File: config.mk
export PLATFORM = sky130hd
export DESIGN_NAME = uart_tx_buffered_flat
export DESIGN_NICKNAME = d
export VERILOG_FILES = /design/src/rtl/uart_tx_buffered_if.sv /design/src/rtl/uart_tx_buffered.sv /design/src/flat_wrapper.sv
export SDC_FILE = /design/constraint.sdc
export NUM_CORES = 1
export LEC_CHECK = 0
export CORE_MARGIN = 3
export CORE_UTILIZATION = 38
export CTS_CLUSTER_DIAMETER = 150
export CTS_CLUSTER_SIZE = 24
export DETAILED_ROUTE_END_ITERATION = 16
export PLACE_DENSITY = 0.57
export SYNTH_ARGS = -nofsm -noshare
export SYNTH_HDL_FRONTEND = slang
export SYNTH_SLANG_ARGS = --single-unit
File: constraint.sdc
create_clock -name clk -period 7.2 [get_ports clk]
set_input_delay 1.44 -clock clk [delete_from_list [all_inputs] [get_ports clk]]
set_output_delay 1.44 -clock clk [all_outputs]
set_load 0.05 [all_outputs]
File: src/rtl/uart_tx_buffered_if.sv
// Write-side bus between the CPU output path and the buffered UART transmitter.
interface uart_tx_buffered_if;
  logic       wr_en;
  logic [7:0] wr_data;
  logic       full;
  logic       busy;
  logic       overflow;

  modport master (output wr_en, output wr_data, input full, input busy, input overflow);
  modport slave  (input wr_en, input wr_data, output full, output busy, output overflow);
endinterface

File: src/rtl/uart_tx_buffered.sv
// Buffered 8N1 UART transmitter: circular FIFO feeding a start/data/stop
// serialiser. Writes into a full FIFO are dropped and flagged, never stalled.
module uart_tx_buffered #(
  parameter int CLKS_PER_BIT = 868,
  parameter int DEPTH        = 16
) (
  input  logic                clk,
  input  logic                btnc,
  uart_tx_buffered_if.slave   bus,
  output logic                tx
);

  localparam int AW = (DEPTH > 1) ? $clog2(DEPTH) : 1;
  localparam int CW = AW + 1;
  localparam int BW = (CLKS_PER_BIT > 1) ? $clog2(CLKS_PER_BIT) : 1;
  localparam logic [CW-1:0] FULL_CNT = CW'(DEPTH);
  localparam logic [BW-1:0] BAUD_RELOAD = BW'(CLKS_PER_BIT - 1);

  typedef enum logic [1:0] {IDLE, START, DATA, STOP} state_t;

  // FIFO storage and bookkeeping
  logic [7:0]    mem [DEPTH];
  logic [AW-1:0] rd_ptr, wr_ptr;
  logic [CW-1:0] count;
  logic          ovf;
  logic          push, pop;
  logic [7:0]    head;

  // Serialiser registers and their next values
  state_t        state_q, state_d;
  logic [BW-1:0] baud_q, baud_d;
  logic [2:0]    bit_q, bit_d;
  logic [7:0]    shift_q, shift_d;
  logic          tx_d;

  // full comes from the registered count, so a pop in the same cycle
  // cannot rescue a write that arrives while full.
  assign bus.full     = (count == FULL_CNT);
  assign bus.busy     = (state_q != IDLE) || (count != '0);
  assign bus.overflow = ovf;
  assign push         = bus.wr_en && !bus.full;
  assign head         = mem[rd_ptr];

  // Byte storage; no reset needed since only count-covered slots are read.
  always_ff @(posedge clk) begin
    if (!btnc && push) mem[wr_ptr] <= bus.wr_data;
  end

  // Pointers, occupancy count and sticky overflow flag.
  always_ff @(posedge clk) begin
    if (btnc) begin
      rd_ptr <= '0;
      wr_ptr <= '0;
      count  <= '0;
      ovf    <= 1'b0;
    end else begin
      if (push) wr_ptr <= wr_ptr + AW'(1);
      if (pop)  rd_ptr <= rd_ptr + AW'(1);
      case ({push, pop})
        2'b10:   count <= count + CW'(1);
        2'b01:   count <= count - CW'(1);
        default: count <= count;
      endcase
      if (bus.wr_en && bus.full) ovf <= 1'b1;
    end
  end

  // Serialiser state register; tx is registered from the next-state decision.
  always_ff @(posedge clk) begin
    if (btnc) begin
      state_q <= IDLE;
      baud_q  <= '0;
      bit_q   <= '0;
      shift_q <= '0;
      tx      <= 1'b1;
    end else begin
      state_q <= state_d;
      baud_q  <= baud_d;
      bit_q   <= bit_d;
      shift_q <= shift_d;
      tx      <= tx_d;
    end
  end

  // Next-state logic: bit/state advance when the baud counter reads zero;
  // the final stop cycle chains straight into the next start bit.
  always_comb begin
    state_d = state_q;
    baud_d  = baud_q;
    bit_d   = bit_q;
    shift_d = shift_q;
    pop     = 1'b0;
    case (state_q)
      IDLE: begin
        if (count != '0) begin
          pop     = 1'b1;
          shift_d = head;
          bit_d   = '0;
          baud_d  = BAUD_RELOAD;
          state_d = START;
        end
      end
      START: begin
        if (baud_q == '0) begin
          baud_d  = BAUD_RELOAD;
          state_d = DATA;
        end else begin
          baud_d = baud_q - BW'(1);
        end
      end
      DATA: begin
        if (baud_q == '0) begin
          baud_d  = BAUD_RELOAD;
          shift_d = {1'b0, shift_q[7:1]};
          bit_d   = bit_q + 3'd1;
          if (bit_q == 3'd7) state_d = STOP;
        end else begin
          baud_d = baud_q - BW'(1);
        end
      end
      STOP: begin
        if (baud_q == '0) begin
          baud_d = BAUD_RELOAD;
          if (count != '0) begin
            pop     = 1'b1;
            shift_d = head;
            bit_d   = '0;
            state_d = START;
          end else begin
            state_d = IDLE;
          end
        end else begin
          baud_d = baud_q - BW'(1);
        end
      end
      default: state_d = IDLE;
    endcase

    case (state_d)
      START:   tx_d = 1'b0;
      DATA:    tx_d = shift_d[0];
      default: tx_d = 1'b1;
    endcase
  end

endmodule

File: src/flat_wrapper.sv
// flat-port wrapper written by rule: the top's interface ports become plain ports
module uart_tx_buffered_flat 
#(
  parameter int CLKS_PER_BIT = 868,
  parameter int DEPTH        = 16
)
  (clk, btnc, tx, bus_wr_en, bus_wr_data, bus_full, bus_busy, bus_overflow);
  uart_tx_buffered_if bus_i ();
  input  logic clk;
  input  logic btnc;
  output logic tx;
  input wire logic [$bits(bus_i.wr_en)-1:0] bus_wr_en;
  input wire logic [$bits(bus_i.wr_data)-1:0] bus_wr_data;
  output wire logic [$bits(bus_i.full)-1:0] bus_full;
  output wire logic [$bits(bus_i.busy)-1:0] bus_busy;
  output wire logic [$bits(bus_i.overflow)-1:0] bus_overflow;
  assign bus_i.wr_en = bus_wr_en;
  assign bus_i.wr_data = bus_wr_data;
  assign bus_full = bus_i.full;
  assign bus_busy = bus_i.busy;
  assign bus_overflow = bus_i.overflow;
  uart_tx_buffered #(.CLKS_PER_BIT(CLKS_PER_BIT), .DEPTH(DEPTH)) u_core (.clk(clk), .btnc(btnc), .bus(bus_i), .tx(tx));
endmodule
# ---- Yosys cells after proc, flatten, opt, wreduce, memory -nomap -nowiden
# Memory sizes are Yosys's and may differ from the RTL's. A register that Yosys moved wholly into a read port is not among the register bits.
# Index checks and enable logic that the tools add are counted.
dict set report classes {
  addsub 6
  n_mul 0
  div 0
  order_cmp 0
  eq_ne 12
  n_shift 0
  mux 27
  n_bitwise 0
  reduce_logical 14
}
# cell n
set op_table {}
lappend op_table {{8-bit two-way mux} 3}
lappend op_table {{8-bit one-hot mux with 3 select lines} 1}
lappend op_table {{10-bit two-way mux} 2}
lappend op_table {{10-bit one-hot mux with 2 select lines} 1}
lappend op_table {{10-bit logical NOT} 1}
lappend op_table {{2-bit two-way mux} 5}
lappend op_table {{5-bit one-hot mux with 2 select lines} 1}
lappend op_table {{10-bit by 1-bit subtractor with 10-bit output (second input constant)} 1}
lappend op_table {{3-bit two-way mux} 3}
lappend op_table {{3-bit one-hot mux with 3 select lines} 1}
lappend op_table {{4-bit by 1-bit adder with 4-bit output (second input constant)} 2}
lappend op_table {{2-bit equality test (second input constant)} 4}
lappend op_table {{4-bit two-way mux} 2}
lappend op_table {{2-bit one-hot mux with 4 select lines} 1}
lappend op_table {{2-bit by 1-bit equality test with 1-bit output (second input constant)} 3}
lappend op_table {{2-bit by 1-bit != test with 1-bit output (second input constant)} 3}
lappend op_table {{5-bit by 1-bit adder with 5-bit output (second input constant)} 1}
lappend op_table {{5-bit equality test (second input constant)} 1}
lappend op_table {{1-bit two-way mux} 5}
lappend op_table {{5-bit nonzero test} 1}
lappend op_table {{5-bit by 1-bit subtractor with 5-bit output (second input constant)} 1}
lappend op_table {{1-bit one-hot mux with 2 select lines} 2}
lappend op_table {{2-bit nonzero test} 2}
lappend op_table {{3-bit by 1-bit adder with 3-bit output (second input constant)} 1}
lappend op_table {{other kinds (8)} 11}
dict set report word_totals {
  reg_bits 38
  latchBits 0
  mem_bits_rw 128
  romBits 0
  wordCells 70
  memories 1
}
# memory depth width rd rd_ports_with_merged_regs write_ports line
set mem_list {}
lappend mem_list {u_core.mem 16 8 1 1 1 uart_tx_buffered.sv:22} ;# logic [7:0] mem [DEPTH];

# ---- Logic depth before layout (Yosys ltp)
dict set report logic_depth {
  word_depth 6
  mapped_depth 14
  ltp_nobuf 13
}

# ---- Worst setup path after synthesis
# OpenSTA, ideal clock, no wires.
dict set report synth_path {
  path_kind {input-to-reg}
  startpoint {input port bus_wr_en}
  endpoint {register u_core.count[3]}
  arrival_time_ps 3612
  setup_slack_ps 3467
  cell_stages 9
  n_path_buf 2
  cell_sequence {a21boi_0 > clkbuf_1 > inv_1 > ha_1 > clkbuf_1 > or4b_2 > nor3_1 > a211oi_1 > mux2_2}
}
dict set report synth_between {
  elab_chain_cells 3
}
# item line
set synth_lines {}
lappend synth_lines {{from (decl)} flat_wrapper.sv:12} ;# input wire logic [$bits(bus_i.wr_en)-1:0] bus_wr_en;
lappend synth_lines {{1-bit logical AND (*)} uart_tx_buffered.sv:41} ;# assign push = bus.wr_en && !bus.full;
lappend synth_lines {{2-bit by 1-bit equality test with 1-bit output / 2-bit equality test (equally long branches)} uart_tx_buffered.sv:59} ;# case ({push, pop})
lappend synth_lines {{5-bit one-hot mux with 2 select lines / 2-bit nonzero test (equally long branches)} n/a}
lappend synth_lines {{to (signal assigned)} uart_tx_buffered.sv:60} ;# 2'b10: count <= count + CW'(1);
lappend synth_lines {{to (signal assigned)} uart_tx_buffered.sv:61} ;# 2'b01: count <= count - CW'(1);
lappend synth_lines {{to (signal assigned)} uart_tx_buffered.sv:62} ;# default: count <= count;
lappend synth_lines {{to (decl)} uart_tx_buffered.sv:24} ;# logic [CW-1:0] count;
# Every way passes the cells marked *; elsewhere a longest branch is shown, timed or not.
# A chain may end at the register's enable or synchronous reset.

# ---- Final worst setup path
dict set report layout_path {
  startpoint {register u_core.count[0]}
  endpoint {output port bus_busy}
}
dict set report layout_between {
  elab_chain_cells 2
}
# item line
set layout_lines {}
lappend layout_lines {{5-bit nonzero test} uart_tx_buffered.sv:39} ;# assign bus.busy = (state_q != IDLE) || (count != '0);
lappend layout_lines {{1-bit logical OR} uart_tx_buffered.sv:39}
lappend layout_lines {{to (decl)} flat_wrapper.sv:15} ;# output wire logic [$bits(bus_i.busy)-1:0] bus_busy;
# No other way between the ends.

==> flow_metrics.py <==
metrics = {
    "global_route": {
        "grt_pass1_vias": 4143,
        "antenna_found_initial": 0,
        "grt_max_degree": 41,
        "grt_usage_pct": 14.5,
        "grt_pass1_wl_mm": 22.4,
        "overflow": 0,
    },
    "detailed_routing": {
        "viasPerCell": 5.42,
        "wirelength_mm": 14.0,
        "drt_iter0_drc": 324,
        "vias": 4051,
        "wire_per_inst_um": 18.8,
        "dr.pass1.iters": 5,
        "drcViolationCount": 0,
        "ant_nets": 0,
    },
    "synthesis": {
        "syn_area_um2": 7230,
        "netlist_instances": 490,
        "synth_ff_type": "edfxtp_1",
        "syn_avg_cell_area_um2": 14.8,
        "ys_warn_count": 0,
        "synth_common_cells": "128 x edfxtp_1, 56 x nor2_1, 42 x dfxtp_1",
        "synth.most_common_cell": "edfxtp_1",
        "yosysTopAreaCell": "edfxtp_1",
        "synth_cell_type_count": 54,
        "synthArstFlopShare_pct": 0,
        "synth.area.top_cells": "edfxtp_1 53%, dfxtp_1 12%, mux4_2 10%",
        "synth_edf_count": 128,
        "ys_ff_latch": 170,
        "synth_top_area_share_pct": 53.1,
        "seq_area_frac_synth_pct": 64.8,
        "synth_nets": 516,
    },
    "sta": {
        "setup_slack_ps": 3030,
        "maxSlewViolCount": 0,
        "rsz0062_at_grt": "false",
        "worst_slew_pin_slew_ps": 1020,
        "setup_tns_ps": 0,
        "setup_violations": 0,
        "layout_min_cycle_time_ps": 4170,
        "period_share_pct": 57.9,
        "whs_ps": 468,
        "skew_ps": 7.98,
        "hold_violations": 0,
        "slew_headroom_pct": 31.8,
        "max_freq_ghz": 0.240,
    },
    "pwr": {
        "total_power_mw": 2.87,
        "ir_worst_vdd_mv": 0.196,
        "powerDensity_nw_per_um2": 351,
        "p_leak_nw": 2.61,
    },
    "finish": {
        "drive_gt1_share_pct": 15.8,
        "nets": 532,
        "finish.instance_area_um2": 8180,
        "area.growth.synth_to_final_pct": 13.1,
        "final_cells": 747,
        "utilization_pct": 44.6,
        "diodes": 0,
    },
    "setup_path": {
        "cp-startpoint": "u_core.count[0]$_SDFFE_PP0P_",
        "critPathCaptureType": "output port",
        "cp_max_fo": 9,
        "cp_data_required_time_ps": 5760,
        "cp-start-kind": "flop",
        "r2r-start": "u_core.baud_q[0]$_SDFFE_PP0P_",
        "arrival_ps": 2730,
        "path_class": "reg2out",
    },
    "clock_tree": {
        "clockBufferDepth": 2,
        "clock_sinks": 170,
        "ctsHoldBuffers": 0,
        "ctsResizeCount": 0,
        "cts_buffers": 17,
        "clock_latency_ps": 420,
        "clk_pin_slew_ps": 60,
        "cts_max_level": 4,
        "cts_root_buffer": "clkbuf_16",
        "cts_setup_buffers": 0,
        "cts_tree": "yes",
    },
    "status": {
        "status": "finished clean",
    },
    "run": {
        "maxCapViolCount": 0,
    },
    "floorplanning": {
        "fp.dieW_um": 144,
        "coreArea_um2": 18300,
        "die_h_um": 144,
        "num_rows": 49,
        "ios": 15,
        "dieArea_um2": 20700,
        "start_util_pct": 39.5,
    },
    "place": {
        "post-place-ws_ps": 3090,
        "place_congestion": 0.831,
        "io_buffer_count": 14,
        "placed_area_um2": 7610,
        "dpl.cell_count": 716,
        "hpwl_mm": 8.82,
    },
    "min_path": {
        "min_from": "u_core.shift_q[4]$_SDFFE_PP0P_",
        "hold_path.class": "reg2reg",
    },
}
-- critical path, cell delays in order, from the launching register on --
cell             delay [ps]
dfxtp_1                 370
nor4_1                  720
nand3_1                 410
clkdlybuf4s50_1         810
-- state kept, by name (all words and copies together), names as in the netlist, named ones only --
name / cells
u_core.state_q: 2
u_core.rd_ptr: 4
u_core.tx: 1
u_core.baud_q: 10
u_core.shift_q: 8
u_core.wr_ptr: 4
u_core.count: 5
u_core.bus.overflow: 1
u_core.mem: 128
u_core.bit_q: 3
-- routing by layer --
| metal | global-route usage [%] | share of wire [%] |
|---|---|---|
| met5 | 0 | 0 |
| met4 | 3.96 | 1.5 |
| met3 | 3.90 | 4.9 |
| met2 | 24.3 | 50 |
| met1 | 18.7 | 44 |
-- kinds of logic (layout without fill, tap and decap cells) --
kind of cell             Yosys count  after routing  synth area share, %
XOR/XNOR                          16             16                 1.94
AO/OA/AOI/OAI                     56             56                 5.38
AND/OR/NAND/NOR                  147            147                 10.4
adder cells (fa/ha/maj)           15             15                 2.59
buffers and inverters             32             60                 1.71
multiplexers                      54             54                 13.3
flip-flops                       170            170                 64.8
-- placed cells by master, fill, tap and decap left out, drive strengths merged, types with 4 or more instances in the layout --
cell,n
buf,4
edfxtp,128
xor2,8
dfxtp,42
mux2,9
nor2,56
nor4,4
mux4,32
ha,15
nand4,4
mux2i,13
a21oi,14
o211ai,6
clkbuf,20
o21ai,7
clkdlybuf4s50,14
inv,16
nand3b,8
xnor2,8
or4,4
nor3,16
nand2,30
nand3,8
clkinv,4
a31oi,10
-- power by group --
group / switching, mW / total (mW) / internal (mW)
clock: 0.380 / 0.897 / 0.517
sequential: 0.0698 / 1.19 / 1.12
combinational: 0.449 / 0.782 / 0.332
total: 0.899 / 2.87 / 1.97
-- worst paths after layout --
path	end	depth (start not counted)	slack, ps
hold / removal	u_core.shift_q[3]$_SDFFE_PP0P_	2	470
hold reg to reg	u_core.shift_q[3]$_SDFFE_PP0P_	2	470
setup reg to reg	u_core.count[4]$_SDFFE_PP0P_	13	3590
setup / recovery	bus_busy	3	3030
-- area by class of cell --
| class | count | area, µm² |
|---|---|---|
| flip-flops and latches | 170 | 4690 |
| clock buffers | 20 | 437 |
| inverters | 11 | 41.3 |
| well taps | 229 | 287 |
| fillers | 1605 | 10100 |
| clock inverters | 11 | 136 |
| multi-input cells | 288 | 2430 |
| repair buffers | 18 | 170 |
No activity file was read; power rests on OpenSTA's default activity.
==> variant, RTL diff (config.mk and constraints unchanged) <==
`DEPTH` is set to 16 in 2 places; all go to 32.
--- a/src/rtl/uart_tx_buffered.sv
+++ b/src/rtl/uart_tx_buffered.sv
@@ -2,7 +2,7 @@
 // serialiser. Writes into a full FIFO are dropped and flagged, never stalled.
 module uart_tx_buffered #(
   parameter int CLKS_PER_BIT = 868,
-  parameter int DEPTH        = 16
+  parameter int DEPTH        = 32
 ) (
   input  logic                clk,
   input  logic                btnc,
--- a/src/flat_wrapper.sv
+++ b/src/flat_wrapper.sv
@@ -2,7 +2,7 @@
 module uart_tx_buffered_flat 
 #(
   parameter int CLKS_PER_BIT = 868,
-  parameter int DEPTH        = 16
+  parameter int DEPTH        = 32
 )
   (clk, btnc, tx, bus_wr_en, bus_wr_data, bus_full, bus_busy, bus_overflow);
   uart_tx_buffered_if bus_i ();
Formal check against the unedited RTL: same outputs for any inputs over 10 cycles, from zero or initial values; that may be too few to reach the edited logic, so the function may still have changed.
==> variant against the unedited design <==
- core utilization fell by 2.3 points
- sequential cell count rose by 132
- largest cell class unchanged
- setup slack improved by 0.058 ns
- total power rose by 48%
- non-clock buffer count rose by 8
- critical path type unchanged
- routed wire length rose by 90%
- final area rose by 66%
- area after synthesis rose by 73%
==> variant: results (changes against the unedited design) <==
* Status: complete, no violations
* Clock Skew at 0.0217 ns (+0.0138 ns)
* Post-DP HPWL at 16.9 mm (+92%)
* Vias in the first global route at 6659 (+61%)
* First-pass GRT wire length at 41.2 mm (+84%)
* Top-count cell post-synth: edfxtp_1
* Worst rel slew slack at 25.7% (-6.1 points)
* Largest net degree at the start of global routing at 74 (+80%)
* Clock Tree Buf Depth at 3 (+1)
* TritonCTS buffer count at 16 (-1)
* Synth area leaders: edfxtp_1 61%, mux4_2 9.0%, dfxtp_1 7.4%
* Global route total overflow at 0 (unchanged)
* Initial detailed-routing violation count at 491 (+52%)
* Worst Path Arrival at 2.67 ns (-0.06 ns)
* Nets at 783 (+47%)
* Setup WS pre-CTS at 3.00 ns (-0.0927 ns)
* Initial antenna violation count at 0 (unchanged)
* Seq/Total Area, Yosys at 68.8% (+4.1 points)
* Placed instance area at 0.0131 mm² (+72%)
* Share of post-route cells with drive strength above 1 at 14.0% (-1.9 points)
* EDFF count, synth at 256 (+100%)
* Placer Congestion at 0.812 (-2.3%)
* CTS resizes at 0 (unchanged)
* H-tree levels at 1 (-3)
* Leak at 4.13 nW (+58%)
* Top fanout value on the critical path at 10 (+1)
* Synth cell count leaders: 256 x edfxtp_1, 69 x nor2_1, 50 x mux4_2
* Max IR drop VDD at 0.153 mV (-22%)
* Tightest Hold Check Type: flop to flop
* Clk slew on worst S/H paths at 0.10 ns (+0.04 ns)
* Clk_lat worst skew at 0.52 ns (+0.10 ns)
* Largest registers: u_core.mem: 256 flops, u_core.baud_q: 10 flops, u_core.shift_q: 8 flops
* GRT Util Overall at 15.0% (+0.52 points)
* DR vias at 6613 (+63%)
* DP Cell Count at 1173 (+64%)
* Vias/cell at 5.51 (+1.5%)
* WL/cell at 22.1 µm (+18%)
* Avg Cell Area, Syn at 16.7 µm² (+13%)
* FILL cells at 2816 (+75%)
* Distinct cells, synth at 72 (+33%)
* Postcts setup bufs at 0 (unchanged)
==> variant: final cells by class <==
cell class              count  area, µm²  area share, %
clock buffers              26        438           3.23
clock inverters             2       27.5          0.203
inverters                  14       52.6          0.388
multi-input cells         396       3640           26.9
flip-flops and latches    302       8620           63.6
well taps                 435        544           4.02
repair buffers             26        230           1.70
==> variant: final timing paths <==
| path | cells past startpoint | slack [ns] | from | end |
|---|---|---|---|---|
| max reg2reg | 13 | 3.44 | u_core.baud_q[0]$_SDFFE_PP0P_ | u_core.count[4]$_SDFFE_PP0P_ |
| min reg2reg | 2 | 0.49 | u_core.bus.overflow$_SDFFE_PP0P_ | u_core.bus.overflow$_SDFFE_PP0P_ |
| max | 5 | 3.09 | u_core.state_q[1]$_SDFF_PP0_ | bus_busy |
| min | 2 | 0.49 | u_core.bus.overflow$_SDFFE_PP0P_ | u_core.bus.overflow$_SDFFE_PP0P_ |
==> variant: worst max-delay path, stage by stage, from the launching register on <==
cell             delay [ns]
dfxtp_1                0.47
inv_1                  0.13
ha_1                   0.33
and3_1                 0.28
inv_2                  0.14
clkdlybuf4s50_1        0.81
==> variant: cells by family (layout without fill, tap and decap cells) <==
| logic type | after synthesis | in the layout | synth area share [%] |
|---|---|---|---|
| buf+inv | 51 | 68 | 2.05 |
| mux | 92 | 92 | 13.1 |
| compound gates | 106 | 106 | 6.39 |
| fa+ha+maj | 16 | 16 | 1.60 |
| flops | 302 | 302 | 68.8 |
| xor+xnor | 12 | 12 | 0.840 |
| simple gates | 170 | 170 | 7.17 |
==> variant: power by group <==
| part | switching (mW) | internal, mW |
|---|---|---|
| Clock | 0.539 | 0.430 |
| Combinational | 0.704 | 0.508 |
| Sequential | 0.0896 | 1.98 |
| Total | 1.33 | 2.92 |
==> variant: per-layer routing <==
layer / part of all wire [%] / wire length [µm] / GRT usage [%]
met3: 5.0 / 1330 / 1.78
met4: 1.6 / 412 / 2.63
met5: 0 / 0 / 0
met2: 47 / 12600 / 23.8
met1: 46 / 12200 / 22.7
==> variant: through the flow <==
stage	total power, mW	hold slack (ns)
2_1_floorplan	3.02	0.447
3_3_place_gp	3.28	0.458
3_5_place_dp	3.32	0.469
4_1_cts	4.27	0.495
5_1_grt	4.47	0.515
6_report	4.25	0.490
